`config.mk`:
```
export PLATFORM = sky130hd
export DESIGN_NAME = twiddle_fetch
export DESIGN_NICKNAME = d
export VERILOG_FILES = /design/src/rtl/twiddle_pkg.sv /design/src/rtl/twiddle_skid_fifo.sv /design/src/rtl/twiddle_fetch.sv
export SDC_FILE = /design/constraint.sdc
export NUM_CORES = 1
export LEC_CHECK = 0
export CORE_MARGIN = 2
export CORE_UTILIZATION = 50
export DETAILED_ROUTE_END_ITERATION = 12
export GPL_TIMING_DRIVEN = 0
export HOLD_SLACK_MARGIN = 0.03
export PLACE_DENSITY = 0.71
export SETUP_SLACK_MARGIN = 0.5
export SLEW_MARGIN = 0
export SYNTH_ARGS = -nofsm -noshare
export SYNTH_HDL_FRONTEND = slang
export SYNTH_SLANG_ARGS = --single-unit
```
`constraint.sdc`:
```
create_clock -name clk -period 4.2 [get_ports clk]
set_input_delay 0.84 -clock clk [delete_from_list [all_inputs] [get_ports clk]]
set_output_delay 0.84 -clock clk [all_outputs]
set_load 0.005 [all_outputs]
```
`src/rtl/twiddle_pkg.sv`:
```
// Shared types and constants for the twiddle index fetcher and its output buffer.
package twiddle_pkg;

   localparam int TW_WIDTH     = 32;
   localparam int TW_IDX_W     = 12;
   localparam int TW_ROM_DEPTH = 4096;
   localparam int TW_HALF      = TW_WIDTH / 2;

   typedef struct packed {
      logic [TW_HALF-1:0] re;
      logic [TW_HALF-1:0] im;
   } tw_word_t;

   typedef struct packed {
      logic [TW_IDX_W-1:0] k;
      logic [TW_IDX_W-1:0] n;
      logic                last;
   } tw_tag_t;

   typedef struct packed {
      tw_word_t word;
      tw_tag_t  tag;
   } tw_entry_t;

   typedef enum logic [1:0] {
      IDLE  = 2'd0,
      RUN   = 2'd1,
      DRAIN = 2'd2
   } fetch_state_t;

   // Two's complement negate; the most negative value clamps to the most positive.
   function automatic logic [TW_HALF-1:0] neg_sat(input logic [TW_HALF-1:0] x);
      if (x == {1'b1, {(TW_HALF-1){1'b0}}})
         return {1'b0, {(TW_HALF-1){1'b1}}};
      return -x;
   endfunction

   function automatic logic len_is_legal(input logic [TW_IDX_W-1:0] len);
      return (len > TW_IDX_W'(1)) && ((len & (len - TW_IDX_W'(1))) == '0);
   endfunction

endpackage

```
`src/rtl/twiddle_skid_fifo.sv`:
```
// Small synchronous FIFO carrying tagged twiddle words, valid/ready read side,
// with an occupancy count used by the fetcher's credit check.
module twiddle_skid_fifo
   import twiddle_pkg::*;
#(
   parameter int DEPTH = 4,
   localparam int OCC_W = $clog2(DEPTH + 1),
   localparam int PTR_W = (DEPTH > 1) ? $clog2(DEPTH) : 1
) (
   input  logic             clk,
   input  logic             rst_n,
   input  logic             wr_en_i,
   input  tw_entry_t        wr_data_i,
   output logic             rd_valid_o,
   input  logic             rd_ready_i,
   output tw_entry_t        rd_data_o,
   output logic [OCC_W-1:0] occ_o
);

   tw_entry_t        mem_q [DEPTH];
   logic [PTR_W-1:0] wr_ptr_q;
   logic [PTR_W-1:0] rd_ptr_q;
   logic [OCC_W-1:0] occ_q;
   logic [OCC_W-1:0] occ_d;
   logic             pop;

   function automatic logic [PTR_W-1:0] ptr_inc(input logic [PTR_W-1:0] p);
      return (p == PTR_W'(DEPTH - 1)) ? '0 : p + PTR_W'(1);
   endfunction

   assign rd_valid_o = (occ_q != '0);
   assign rd_data_o  = mem_q[rd_ptr_q];
   assign occ_o      = occ_q;
   assign pop        = rd_valid_o && rd_ready_i;

   always_comb begin
      occ_d = occ_q;
      case ({wr_en_i, pop})
         2'b10:   occ_d = occ_q + OCC_W'(1);
         2'b01:   occ_d = occ_q - OCC_W'(1);
         default: occ_d = occ_q;
      endcase
   end

   // Storage is cleared on reset so the read port presents zero when empty.
   always_ff @(posedge clk or negedge rst_n) begin
      if (!rst_n) begin
         for (int i = 0; i < DEPTH; i++) mem_q[i] <= '0;
         wr_ptr_q <= '0;
         rd_ptr_q <= '0;
         occ_q    <= '0;
      end else begin
         if (wr_en_i) begin
            mem_q[wr_ptr_q] <= wr_data_i;
            wr_ptr_q        <= ptr_inc(wr_ptr_q);
         end
         if (pop) rd_ptr_q <= ptr_inc(rd_ptr_q);
         occ_q <= occ_d;
      end
   end

endmodule

```
`src/rtl/twiddle_fetch.sv`:
```
// Sweeps (k, n) over an N-point DFT grid, drives the twiddle ROM indices and
// streams tagged words out. Optional conjugation: TWIDDLE_FETCH_CONJ_EN.
//
// state | meaning
// IDLE  | waiting for start; legal start issues (0,0) on the same edge
// RUN   | issuing one index per cycle while credit allows
// DRAIN | all indices issued; waiting for pipe and FIFO to empty
module twiddle_fetch
   import twiddle_pkg::*;
#(
   parameter int WIDTH      = 32,
   parameter int IDX_W      = 12,
   parameter int FIFO_DEPTH = 4
) (
   input  logic             clk,
   input  logic             rst_n,
   input  logic             start,
   input  logic [IDX_W-1:0] n_len,
`ifdef TWIDDLE_FETCH_CONJ_EN
   input  logic             inv,
`endif
   output logic             busy,
   output logic             done,
   output logic             err,
   output logic [IDX_W-1:0] rom_N,
   output logic [IDX_W-1:0] rom_k,
   output logic [IDX_W-1:0] rom_n,
   input  logic [WIDTH-1:0] rom_data,
   output logic [WIDTH-1:0] tw_data,
   output logic [IDX_W-1:0] tw_k,
   output logic [IDX_W-1:0] tw_n,
   output logic             tw_last,
   output logic             tw_valid,
   input  logic             tw_ready
);

   localparam int OCC_W = $clog2(FIFO_DEPTH + 1);
   localparam int CRD_W = OCC_W + 1;

   fetch_state_t     state_q;
   logic [IDX_W-1:0] len_q;
   logic [IDX_W-1:0] nk_q;
   logic [IDX_W-1:0] nn_q;
   logic [IDX_W-1:0] rom_k_q;
   logic [IDX_W-1:0] rom_n_q;
   logic             s1_v_q;
   tw_tag_t          s1_tag_q;
   logic             s2_v_q;
   tw_tag_t          s2_tag_q;
   logic [1:0]       inflight_q;
   logic             done_q;
   logic             err_q;
`ifdef TWIDDLE_FETCH_CONJ_EN
   logic             inv_q;
`endif

   logic [OCC_W-1:0] fifo_occ;
   logic [CRD_W-1:0] credit_used;
   logic [IDX_W-1:0] last_idx;
   logic             pop;
   logic             can_issue;
   logic             start_ok;
   logic             issue;
   logic [IDX_W-1:0] iss_k;
   logic [IDX_W-1:0] iss_n;
   logic             iss_last;
   logic             fifo_wr;
   tw_entry_t        wr_entry;
   tw_entry_t        rd_entry;
   tw_word_t         out_word;

   assign last_idx = len_q - IDX_W'(1);
   assign pop      = tw_valid && tw_ready;
   // A word leaving this cycle frees its slot in time for the word issued now.
   assign credit_used = CRD_W'(fifo_occ) + CRD_W'(inflight_q) - CRD_W'(pop);
   assign can_issue   = credit_used < CRD_W'(FIFO_DEPTH);
   assign start_ok    = start && len_is_legal(n_len);
   assign issue       = ((state_q == RUN) && can_issue) || ((state_q == IDLE) && start_ok);
   assign iss_k       = (state_q == RUN) ? nk_q : '0;
   assign iss_n       = (state_q == RUN) ? nn_q : '0;
   assign iss_last    = (state_q == RUN) && (nk_q == last_idx) && (nn_q == last_idx);
   assign fifo_wr     = s2_v_q;
   assign wr_entry    = {rom_data, s2_tag_q};

   always_ff @(posedge clk or negedge rst_n) begin
      if (!rst_n) begin
         state_q    <= IDLE;
         len_q      <= '0;
         nk_q       <= '0;
         nn_q       <= '0;
         rom_k_q    <= '0;
         rom_n_q    <= '0;
         s1_v_q     <= 1'b0;
         s1_tag_q   <= '0;
         s2_v_q     <= 1'b0;
         s2_tag_q   <= '0;
         inflight_q <= '0;
         done_q     <= 1'b0;
         err_q      <= 1'b0;
`ifdef TWIDDLE_FETCH_CONJ_EN
         inv_q      <= 1'b0;
`endif
      end else begin
         done_q     <= 1'b0;
         err_q      <= 1'b0;
         s1_v_q     <= issue;
         s2_v_q     <= s1_v_q;
         s2_tag_q   <= s1_tag_q;
         inflight_q <= inflight_q + 2'(issue) - 2'(fifo_wr);
         if (issue) begin
            rom_k_q  <= iss_k;
            rom_n_q  <= iss_n;
            s1_tag_q <= {iss_k, iss_n, iss_last};
         end
         case (state_q)
            IDLE: begin
               if (start_ok) begin
                  len_q   <= n_len;
                  nk_q    <= '0;
                  nn_q    <= IDX_W'(1);
                  state_q <= RUN;
`ifdef TWIDDLE_FETCH_CONJ_EN
                  inv_q   <= inv;
`endif
               end else if (start) begin
                  err_q <= 1'b1;
               end
            end
            RUN: begin
               if (can_issue) begin
                  if (iss_last) begin
                     state_q <= DRAIN;
                  end else if (nn_q == last_idx) begin
                     nn_q <= '0;
                     nk_q <= nk_q + IDX_W'(1);
                  end else begin
                     nn_q <= nn_q + IDX_W'(1);
                  end
               end
            end
            DRAIN: begin
               if ((inflight_q == '0) && (fifo_occ == '0)) begin
                  done_q  <= 1'b1;
                  state_q <= IDLE;
               end
            end
            default: state_q <= IDLE;
         endcase
      end
   end

   twiddle_skid_fifo #(
      .DEPTH(FIFO_DEPTH)
   ) u_fifo (
      .clk        (clk),
      .rst_n      (rst_n),
      .wr_en_i    (fifo_wr),
      .wr_data_i  (wr_entry),
      .rd_valid_o (tw_valid),
      .rd_ready_i (tw_ready),
      .rd_data_o  (rd_entry),
      .occ_o      (fifo_occ)
   );

   always_comb begin
      out_word = rd_entry.word;
`ifdef TWIDDLE_FETCH_CONJ_EN
      if (inv_q) out_word.im = neg_sat(rd_entry.word.im);
`endif
   end

   assign busy    = (state_q != IDLE);
   assign done    = done_q;
   assign err     = err_q;
   assign rom_N   = len_q;
   assign rom_k   = rom_k_q;
   assign rom_n   = rom_n_q;
   assign tw_data = out_word;
   assign tw_k    = rd_entry.tag.k;
   assign tw_n    = rd_entry.tag.n;
   assign tw_last = rd_entry.tag.last;

endmodule

```
==> impl_metrics.yaml, run 1 <==
final_layout:
  n_antenna_cell: 0
  final_nets: 1347
  syn_to_final_growth_pct: 22.30
  drive_above_1_share_pct: 32.47
  finalCoreUtilization_pct: 62.12
clock_network:
  cts-root-buf: "clkbuf_16"
  cts_tree: "built"
  clk_latency_ns: 0.52
  numCtsBuffers: 36
  cts_hold_buffers: 0
  htree_levels: 2
  clk_path_buf_depth: 3
  clk_pin_slew_ns: 0.06
  clock_sinks: 329
drt:
  drtIter0Drc: 605
  dr.pass1.iters: 5
  antenna_left: 0
  via_per_inst: 5.597
  drc: 0
  num_vias: 9509
  drt-wirelength-per-cell_um: 19.23
  wl_mm: 32.67
sta:
  finalHoldViolations: 0
  post-route-period-util_pct: 86.42
  timing.fmax_mhz: 275.5
  rsz0062_at_grt: "yes"
  finalSetupViolCount: 0
  max_slew.worst_pin.slew_ns: 0.8186
  fin_crit_ns: 3.629
  clock_skew_ns: 0.01998
  slew_headroom_pct: 45.43
  slew_viol_final: 0
synth:
  synth.top_cell.area_share_pct: 54.54
  seq_area_frac_synth_pct: 54.54
  netlist_area_um2: 15090
  syn-num-nets: 1160
  synth_cell_types: 68
  synth_edf_count: 0
  synthArstFlopShare_pct: 100.0
  yosys_warnings: 0
  avgSynthCellArea_um2: 13.77
  synth_area_leaders: "dfrtp_1, mux2_2, mux4_2"
  ys.flop_type: "dfrtp_1"
  synth.most_common_cell: "dfrtp_1"
  ys_ff_latch: 329
  synth_cells: 1096
  yosys.area.top_type: "dfrtp_1"
  synthTopCellsByCount: "dfrtp_1, mux2_2, nand2_1"
grt:
  grt_pass1_vias: 9919
  grt_use_total_pct: 21.32
  grt_max_degree: 125
  antenna_found_initial: 0
  grt-ovfl-total: 0
  grt_pass1_wl_mm: 53.31
flow_run:
  maxCapViolCount: 0
critical_path:
  endpoint_kind: "flop"
  r2r_start: "rom_N[6]$_DFFE_PN0P_"
  r2r_cells: 12
  r2r_end: "state_q[0]$_DFFE_PN0P_"
  cp.arrival_ns: 4.06
  worstSetupPathType: "primary input to flop"
  cp_data_required_time_ns: 4.63
  rrSetupSlack_ns: 0.72
  critPathMaxFanout: 10
  cp-start-kind: "primary input"
floorplanning:
  die_w_um: 177.8
  die-area_um2: 31600
  initial_core_util_pct: 50.79
  rows: 63
  core_um2: 29720
  pin_count: 145
  die_h_um: 177.8
worst_hold_path:
  hold_path_class: "primary input to async pin"
pwr:
  ir_drop_mv: 0.2855
  p_total_mw: 8.287
  p_comb_share_pct: 19.8
  switching_share_pct: 24.83
  power_density_nw_per_um2: 448.9
  p_clk_share_pct: 39.9
  p_leak_nw: 8.168
  p_switching_mw: 2.058
  seqPwrFrac_pct: 40.3
  p_int_mw: 6.229
placement:
  gp_congestion: 0.8885
  dp_hpwl_mm: 22.07
  portBuffers: 144
run_status:
  status: "complete, no violations"
## per-layer routing
metal | up-vias | routed length [um] | track usage (%) | share of wire, %
met1 | 4907 | 14760 | 29.22 | 45
li1 | 4367 | - | - | -
met5 | - | 0 | 0 | 0
met2 | 201 | 16090 | 36.13 | 49
met3 | 34 | 1377 | 3.278 | 4.2
met4 | 0 | 434 | 4.679 | 1.3
## flip-flops by register name, summed over array words and instances, names as in the netlist
signal / count
done: 1
err: 1
fifo_wr: 1
inflight_q: 2
nk_q: 12
nn_q: 12
rom_N: 12
s1_tag_q: 25
s1_v_q: 1
s2_tag_q: 25
state_q: 2
u_fifo.mem_q: 228
u_fifo.occ_o: 3
u_fifo.rd_ptr_q: 2
u_fifo.wr_ptr_q: 2
## cell type report
cell class | count | area, um^2
fillers | 2296 | 11260
clock buffers | 54 | 1099
inverters | 23 | 86.33
plain buffers | 91 | 503.0
clock inverters | 10 | 165.2
well taps | 390 | 488.0
flip-flops and latches | 329 | 8233
repair buffers | 149 | 1526
multi-input cells | 653 | 6360
## timing repair
item | 4_1_cts | 5_1_grt
cloned | 0 | 0
resized for setup | 20 | 12
buffers inserted | 1 | 2
pin swaps | 0 | 2
hold endpoints to repair | 0 | 0
setup endpoints to repair | 92 | 58
## power by group through the flow
stage | clock network (mW) | registers [mW] | logic (mW)
final | 3.31 | 3.34 | 1.64
after global routing | 3.51 | 3.35 | 1.78
after CTS | 3.37 | 3.34 | 1.64
after detailed placement | 0 | 3.39 | 1.62
after global placement | 0 | 3.39 | 1.59
after floorplan | 0 | 3.37 | 0.898
## layout by cell type (no fill, tap or decap), drive strengths merged, types with 5 or more instances in the layout
cell	count
mux4	57
xor2	10
nand4	12
clkdlybuf4s50	142
and3	10
dfrtp	329
mux2	242
or4	13
nand3	10
nor3b	5
nor3	9
nand2	72
clkbuf	106
a21oi	15
nor4	7
or3	7
inv	24
o31ai	22
xnor2	16
o21ai	48
clkinv	5
buf	44
nor2b	10
nor2	23
ha	15
nand2b	6
## per-stage QoR
step	cells	worst slack (ns)	area (um^2)	hold WS [ns]	TNS (ns)
after floorplan	1096	0.6303	15090	0.3312	0
after global placement	1630	-11.88	17020	0.3343	-3897.10
after detailed placement	1632	-0.6875	17080	0.3396	-3.889
after CTS	1697	0.5080	18400	0.3400	0
after global routing	1699	0.4212	18460	0.3663	0
final	1699	0.5705	18460	0.2961	0
## critical path, stage by stage
cell and delay (ns):
clkdlybuf4s50_1 0.50, or4_1 0.57, maj3_1 0.38, o21ai_2 0.14, and4b_1 0.20, clkbuf_4 0.19
a21oi_2 0.06, clkbuf_4 0.19, buf_4 0.18, ha_1 0.28, inv_1 0.04, ha_1 0.17
xnor2_1 0.17, xnor2_1 0.14
## logic make-up after synthesis
family / Yosys count / synth area share (%)
flip-flops: 329 / 54.54
multiplexers: 301 / 26.69
AND/OR/NAND/NOR: 195 / 7.063
buffers and inverters: 114 / 3.697
AO/OA/AOI/OAI: 111 / 4.692
XOR/XNOR: 28 / 1.807
adder cells (fa/ha/maj): 18 / 1.509
## how the worst max path moves through the flow
stage                         from  slack [ns]                       to
after detailed placement  tw_ready       -0.69  inflight_q[1]$_DFF_PN0_
after global placement       rst_n      -11.88      nk_q[4]$_DFFE_PN0P_
after global routing      n_len[3]        0.42  inflight_q[1]$_DFF_PN0_
final                     n_len[3]        0.57  inflight_q[1]$_DFF_PN0_
after floorplan           n_len[2]        0.63  inflight_q[1]$_DFF_PN0_
after CTS                 n_len[3]        0.51  inflight_q[1]$_DFF_PN0_
(Power assumes the default switching activity.)
==> run 2, diff against run 1 <==
--- a/config.mk
+++ b/config.mk
@@ -5,6 +5,7 @@
 export SDC_FILE = /design/constraint.sdc
 export NUM_CORES = 1
 export LEC_CHECK = 0
+export CORE_ASPECT_RATIO = 0.8
 export CORE_MARGIN = 2
 export CORE_UTILIZATION = 50
 export DETAILED_ROUTE_END_ITERATION = 12
==> run 2 against run 1 <==
- final area is 0.68% lower
- wire length is 0.50% higher
- first-iteration DRC count is 21% lower
- sequential share of layout area is 0.30 points higher
- largest power group unchanged
- hold slack better by 0.0075 ns
- power is 4.8% lower
- via count is 0.18% lower
- global-route usage is 0.35 points higher
- clock skew is 0.0027 ns higher
- die area hardly changed
==> impl_metrics.yaml, run 2 (synthesis gave the netlist of run 1 again) <==
final_layout:
  mostFrequentLayoutCell: "dfrtp_1"
  drive_above_1_share_pct: 32.36
  regMostFlops: "u_fifo.mem_q"
  largest_register_ffs: 228
  layout_common_cells: "dfrtp_1, mux2_2, clkdlybuf4s50_1"
  n_antenna_cell: 0
  syn_to_final_growth_pct: 21.47
  reg.largest.list: "u_fifo.mem_q (228), s1_tag_q (25), s2_tag_q (25)"
  final_nets: 1344
  finalCoreUtilization_pct: 62.16
  nFillCells: 2271
floorplanning:
  die-area_um2: 31600
  initial_core_util_pct: 51.17
  core_um2: 29500
  die_h_um: 159.4
  pin_count: 145
  rows: 56
  die_w_um: 198.3
placement:
  gp_congestion: 0.8923
  dp_hpwl_mm: 22.65
  portBuffers: 144
sta:
  slew_headroom_pct: 43.70
  clock_skew_ns: 0.02271
  fin_crit_ns: 3.560
  post-route-period-util_pct: 84.76
  rsz0062_at_grt: "yes"
  slew_viol_final: 0
  finalHoldViolations: 0
  finalSetupViolCount: 0
  timing.fmax_mhz: 280.9
  max_slew.worst_pin.slew_ns: 0.8445
clock_network:
  cts_tree: "built"
  clk_pin_slew_ns: 0.06
  clk_path_buf_depth: 3
  cts_hold_buffers: 0
  htree_levels: 2
  clk_latency_ns: 0.53
  numCtsBuffers: 34
  clock_sinks: 329
  cts-root-buf: "clkbuf_16"
grt:
  grt_use_total_pct: 21.68
  antenna_found_initial: 0
  grt_pass1_wl_mm: 53.98
  grt-ovfl-total: 0
  grt_max_degree: 125
  grt_pass1_vias: 9897
pwr:
  power_density_nw_per_um2: 430.5
  p_total_mw: 7.893
  ir_drop_mv: 0.3074
  p_leak_nw: 8.118
run_status:
  status: "complete, no violations"
critical_path:
  worstSetupPathType: "primary input to flop"
  crit_slowest_cell: "or4_4"
  cp-start-kind: "primary input"
  endpoint_kind: "flop"
  critPathMaxFanout: 10
  cp_data_required_time_ns: 4.61
  max_stage_delay_ns: 0.56
  path_cells: "clkdlybuf4s50_1 > or4_4 > maj3_1 > o21ai_2 > and4b_1 > buf_6 > a21oi_2 > clkbuf_4 > clkbuf_4 > ha_1 > inv_1 > ha_1 > xnor2_2 > xnor2_1"
  r2r_cells: 10
  cp.arrival_ns: 3.97
drt:
  dr.pass1.iters: 5
  drc: 0
  wl_mm: 32.83
  antenna_left: 0
  via_per_inst: 5.551
  num_vias: 9492
  drtIter0Drc: 479
  drt-wirelength-per-cell_um: 19.20
flow_run:
  maxCapViolCount: 0
worst_hold_path:
  hold_path_class: "primary input to async pin"
run 2: changes by cell type in the layout (fill, tap and decap cells not counted), sizes merged, moves of 3 or more:
cell           before  now
clkbuf            106   98
clkinv              5    9
clkdlybuf4s50     142  139
dlymetal6s2s        1    4
run 2: final timing paths:
kind,from,endpoint,slack [ns]
max,n_len[2],inflight_q[1]$_DFF_PN0_,0.64
min,rst_n,u_fifo.mem_q[164]$_DFFE_PN0P_,0.30
max reg2reg,rom_N[6]$_DFFE_PN0P_,nn_q[0]$_DFFE_PN0P_,0.71
min reg2reg,s1_v_q$_DFF_PN0_,fifo_wr$_DFF_PN0_,0.35
max in group asynchronous,rst_n,u_fifo.mem_q[60]$_DFFE_PN0P_,2.80
min in group clk,s1_v_q$_DFF_PN0_,fifo_wr$_DFF_PN0_,0.35
run 2: final cells by class:
class                   count  area (um^2)  share of cell area [%]
flip-flops and latches    329         8233                   44.90
multi-input cells         653         6367                   34.73
repair buffers            148         1526                   8.325
clock buffers              45        952.2                   5.193
plain buffers              91        509.2                   2.777
well taps                 406        508.0                   2.771
clock inverters            15        152.6                  0.8325
inverters                  23        86.33                  0.4709
run 2: layer usage:
metal	GRT usage, %	wire length (um)	vias up
li1	-	-	4369
met1	31.72	15320	4887
met2	34.16	15540	200
met3	3.431	1427	36
met4	5.195	540	0
met5	0	0	-
run 2: per-stage QoR:
stage	hold slack, ns	TNS (ns)	std cells	setup WS [ns]	cell area (um^2)
after floorplan	0.3312	0	1096	0.6303	15090
after global placement	0.3343	-3905.58	1646	-11.92	17040
after detailed placement	0.3355	-0.8224	1648	-0.4372	17100
after CTS	0.3325	0	1709	0.4216	18250
after global routing	0.3560	0	1710	0.4827	18340
final	0.3036	0	1710	0.6401	18340
run 2: power by group:
| part | switching (mW) | total, mW | internal (mW) | leakage, nW |
|---|---|---|---|---|
| clock network | 1.24 | 2.97 | 1.73 | 0.544 |
| registers | 0.0659 | 3.34 | 3.27 | 4.27 |
| logic | 0.701 | 1.58 | 0.884 | 3.31 |
run 2: repair_timing:
| action | 4_1_cts | 5_1_grt |
|---|---|---|
| buffers inserted | 1 | 1 |
| cloned | 0 | 0 |
| pin swaps | 0 | 1 |
| resized for setup | 17 | 22 |
| endpoints found under the setup margin | 60 | 67 |
run 2: worst max-delay path: cells and delay by family:
| family | cells | cell delay [ns] |
|---|---|---|
| xor gates and xnor gates | 2 | 0.26 |
| buffers and inverters | 5 | 1.03 |
| and+or+nand+nor | 2 | 0.77 |
| AOI/OAI and AO/OA | 2 | 0.20 |
| adders and majority gates | 3 | 0.87 |
==> run 3, diff against run 2 <==
--- a/config.mk
+++ b/config.mk
@@ -11,7 +11,7 @@
 export DETAILED_ROUTE_END_ITERATION = 12
 export GPL_TIMING_DRIVEN = 0
 export HOLD_SLACK_MARGIN = 0.03
-export PLACE_DENSITY = 0.71
+export PLACE_DENSITY = 0.74
 export SETUP_SLACK_MARGIN = 0.5
 export SLEW_MARGIN = 0
 export SYNTH_ARGS = -nofsm -noshare
==> constraint.sdc (replaced) <==
create_clock -name clk -period 3.1 [get_ports clk]
set_input_delay 0.62 -clock clk [delete_from_list [all_inputs] [get_ports clk]]
set_output_delay 0.62 -clock clk [all_outputs]
set_load 0.005 [all_outputs]
==> run 3 against run 2 <==
- the run now ends with negative setup slack left
- non-clock buffer count is 115 higher
- register-to-register slack worse by 0.75 ns
- flip-flop and latch count stayed put
- sequential power is 36% higher
- wire length is 17% higher
- via count is 9.7% higher
- sequential share of layout area is 4.5 points lower
- hold slack better by 0.050 ns
- utilization is 7.0 points higher
- die area stayed put
- first-iteration DRC count is 36% higher
- critical path type is now flop to flop
- largest power group unchanged
==> impl_metrics.yaml, run 3 (synthesis gave the netlist of run 1 again) <==
run_status:
  status: "finished with violations"
  violations: "negative setup slack"
critical_path:
  rrSetupSlack_ns: -0.04
  critical-path-top-delay-family: "simple AND/OR/NAND/NOR gates"
  worstSetupEndpoint: "nk_q[3]$_DFFE_PN0P_"
  cp-start-kind: "flop"
  endpoint_kind: "flop"
  path_cells: "buf_6 > or3_4 > buf_6 > nor4b_4 > a311oi_2 > a2111o_1 > buf_6 > o21ai_4 > buf_4 > nand4_1 > or4_1 > a21oi_1"
  cp_common_cell: "buf_6"
  cp.arrival_ns: 3.57
  r2r_start: "rom_N[2]$_DFFE_PN0P_"
  cp.depth: 12
  cp_data_required_time_ns: 3.53
  r2r_cells: 12
  startpoint: "rom_N[2]$_DFFE_PN0P_"
  worstSetupPathType: "flop to flop"
  max_stage_delay_ns: 0.46
  critPathMaxFanout: 6
  crit_slowest_cell: "or4_1"
  r2r_end: "nk_q[3]$_DFFE_PN0P_"
  cp_num_buf_inv: 4
sta:
  post-route-period-util_pct: 101.4
  fin_crit_ns: 3.144
  finalSetupViolCount: 3
  clock_skew_ns: 0.02262
  finalHoldViolations: 0
  slew_viol_final: 0
  timing.fmax_mhz: 318.1
  max_slew.worst_pin.slew_ns: 0.7332
  setup_slack_ns: -0.04358
  rsz0062_at_grt: "yes"
  slew_headroom_pct: 51.12
floorplanning:
  die_w_um: 198.3
  die_h_um: 159.4
  pin_count: 145
  core_um2: 29500
  rows: 56
  die-area_um2: 31600
  initial_core_util_pct: 51.17
grt:
  grt_max_degree: 126
  grt_pass1_wl_mm: 58.04
  antenna_found_initial: 1
  grt-ovfl-total: 0
  grt_pass1_vias: 10530
  grt_use_total_pct: 23.34
pwr:
  power_density_nw_per_um2: 614.9
  ir_drop_mv: 0.3087
  p_switching_mw: 3.201
  p_int_mw: 9.350
  p_comb_share_pct: 27.8
  switching_share_pct: 25.50
  p_leak_nw: 9.195
  seqPwrFrac_pct: 36.1
  p_clk_share_pct: 36.0
final_layout:
  largest_register_ffs: 228
  final_nets: 1460
  layout_common_cells: "dfrtp_1, mux2_2, buf_4"
  nFillCells: 1960
  regMostFlops: "u_fifo.mem_q"
  syn_to_final_growth_pct: 35.23
  stdcell_count: 1826
  finalCoreUtilization_pct: 69.20
  reg.largest.list: "u_fifo.mem_q (228), s1_tag_q (25), s2_tag_q (25)"
  drive_above_1_share_pct: 49.12
  mostFrequentLayoutCell: "dfrtp_1"
worst_hold_path:
  hold_path_class: "flop to flop"
drt:
  wl_mm: 38.45
  drt-wirelength-per-cell_um: 21.05
  num_vias: 10410
  via_per_inst: 5.701
  antenna_left: 0
  dr.pass1.iters: 5
  drc: 0
  drtIter0Drc: 650
placement:
  dp_hpwl_mm: 23.07
  gp_congestion: 0.9082
  portBuffers: 144
  dp.cells: 1649
clock_network:
  clk_path_buf_depth: 3
  htree_levels: 2
  clock_sinks: 329
  cts-root-buf: "clkbuf_16"
  cts_tree: "built"
  numCtsBuffers: 35
  clk_pin_slew_ns: 0.06
  clk_latency_ns: 0.53
flow_run:
  maxCapViolCount: 0
-- run 3: worst min path at each step --
stage	slack, ns	depth (start not counted)	end	start
after global routing	0.36	0	fifo_wr$_DFF_PN0_	s1_v_q$_DFF_PN0_
after global placement	0.33	0	fifo_wr$_DFF_PN0_	s1_v_q$_DFF_PN0_
after floorplan	0.32	0	done$_DFF_PN0_	rst_n
after CTS	0.35	0	fifo_wr$_DFF_PN0_	s1_v_q$_DFF_PN0_
final	0.35	0	fifo_wr$_DFF_PN0_	s1_v_q$_DFF_PN0_
after detailed placement	0.34	0	fifo_wr$_DFF_PN0_	s1_v_q$_DFF_PN0_
-- run 3: per-layer routing --
layer	global-route usage [%]	routed length [um]	vias up	share of wire (%)
li1	-	-	4609	-
met1	33.69	16720	5421	43
met2	37.61	18840	312	49
met3	3.601	2157	68	5.6
met4	4.990	736	0	1.9
met5	0	0	-	0
-- run 3: through the flow --
step | worst slack [ns] | setup TNS [ns] | hold WS [ns] | total power, mW | area (um^2)
4_1_cts | 0.03033 | 0 | 0.3455 | 12.15 | 19450
3_5_place_dp | -0.8250 | -33.76 | 0.3410 | 6.814 | 17300
6_report | -0.04358 | -0.05910 | 0.3535 | 12.55 | 20410
2_1_floorplan | 0.04453 | 0 | 0.3244 | 5.811 | 15260
3_3_place_gp | -12.66 | -4180.04 | 0.3349 | 6.768 | 17210
5_1_grt | -0.1885 | -2.681 | 0.3626 | 13.04 | 20410
-- run 3: power by group through the flow --
stage                     Sequential [mW]  Combinational, mW  Clock (mW)
after detailed placement             4.60               2.21           0
after global placement               4.60               2.16           0
after global routing                 4.55               3.72        4.76
final                                4.54               3.49        4.52
after CTS                            4.53               3.05        4.57
after floorplan                      4.57               1.24           0
-- run 3: final cells by class --
| type | instances | area, um^2 | area share, % |
|---|---|---|---|
| multi-input combinational | 653 | 6843 | 33.52 |
| buffer | 91 | 768.2 | 3.764 |
| clock buffer | 48 | 1016 | 4.977 |
| inverter | 23 | 88.84 | 0.4352 |
| timing repair buffer | 263 | 2719 | 13.32 |
| clock inverter | 12 | 229.0 | 1.122 |
| sequential | 329 | 8238 | 40.36 |
| tap | 406 | 508.0 | 2.489 |
| antenna | 1 | 2.502 | 0.01226 |
-- run 3: timing repair --
| action | CTS | global route |
|---|---|---|
| cloned | 5 | 4 |
| setup endpoints to repair | 122 | 196 |
| pin swaps | 30 | 25 |
| hold buffers | 1 | 0 |
| resized for setup | 336 | 197 |
| buffers inserted | 77 | 29 |
| endpoints found under the hold margin | 18 | 0 |
-- run 3: worst register-to-register path, cell delays in order (launching register included) --
cell	delay, ns
dfrtp_1	0.39
buf_6	0.14
or3_4	0.38
buf_6	0.15
nor4b_4	0.22
a311oi_2	0.08
a2111o_1	0.41
buf_6	0.14
o21ai_4	0.20
buf_4	0.17
nand4_1	0.15
or4_1	0.46
a21oi_1	0.18
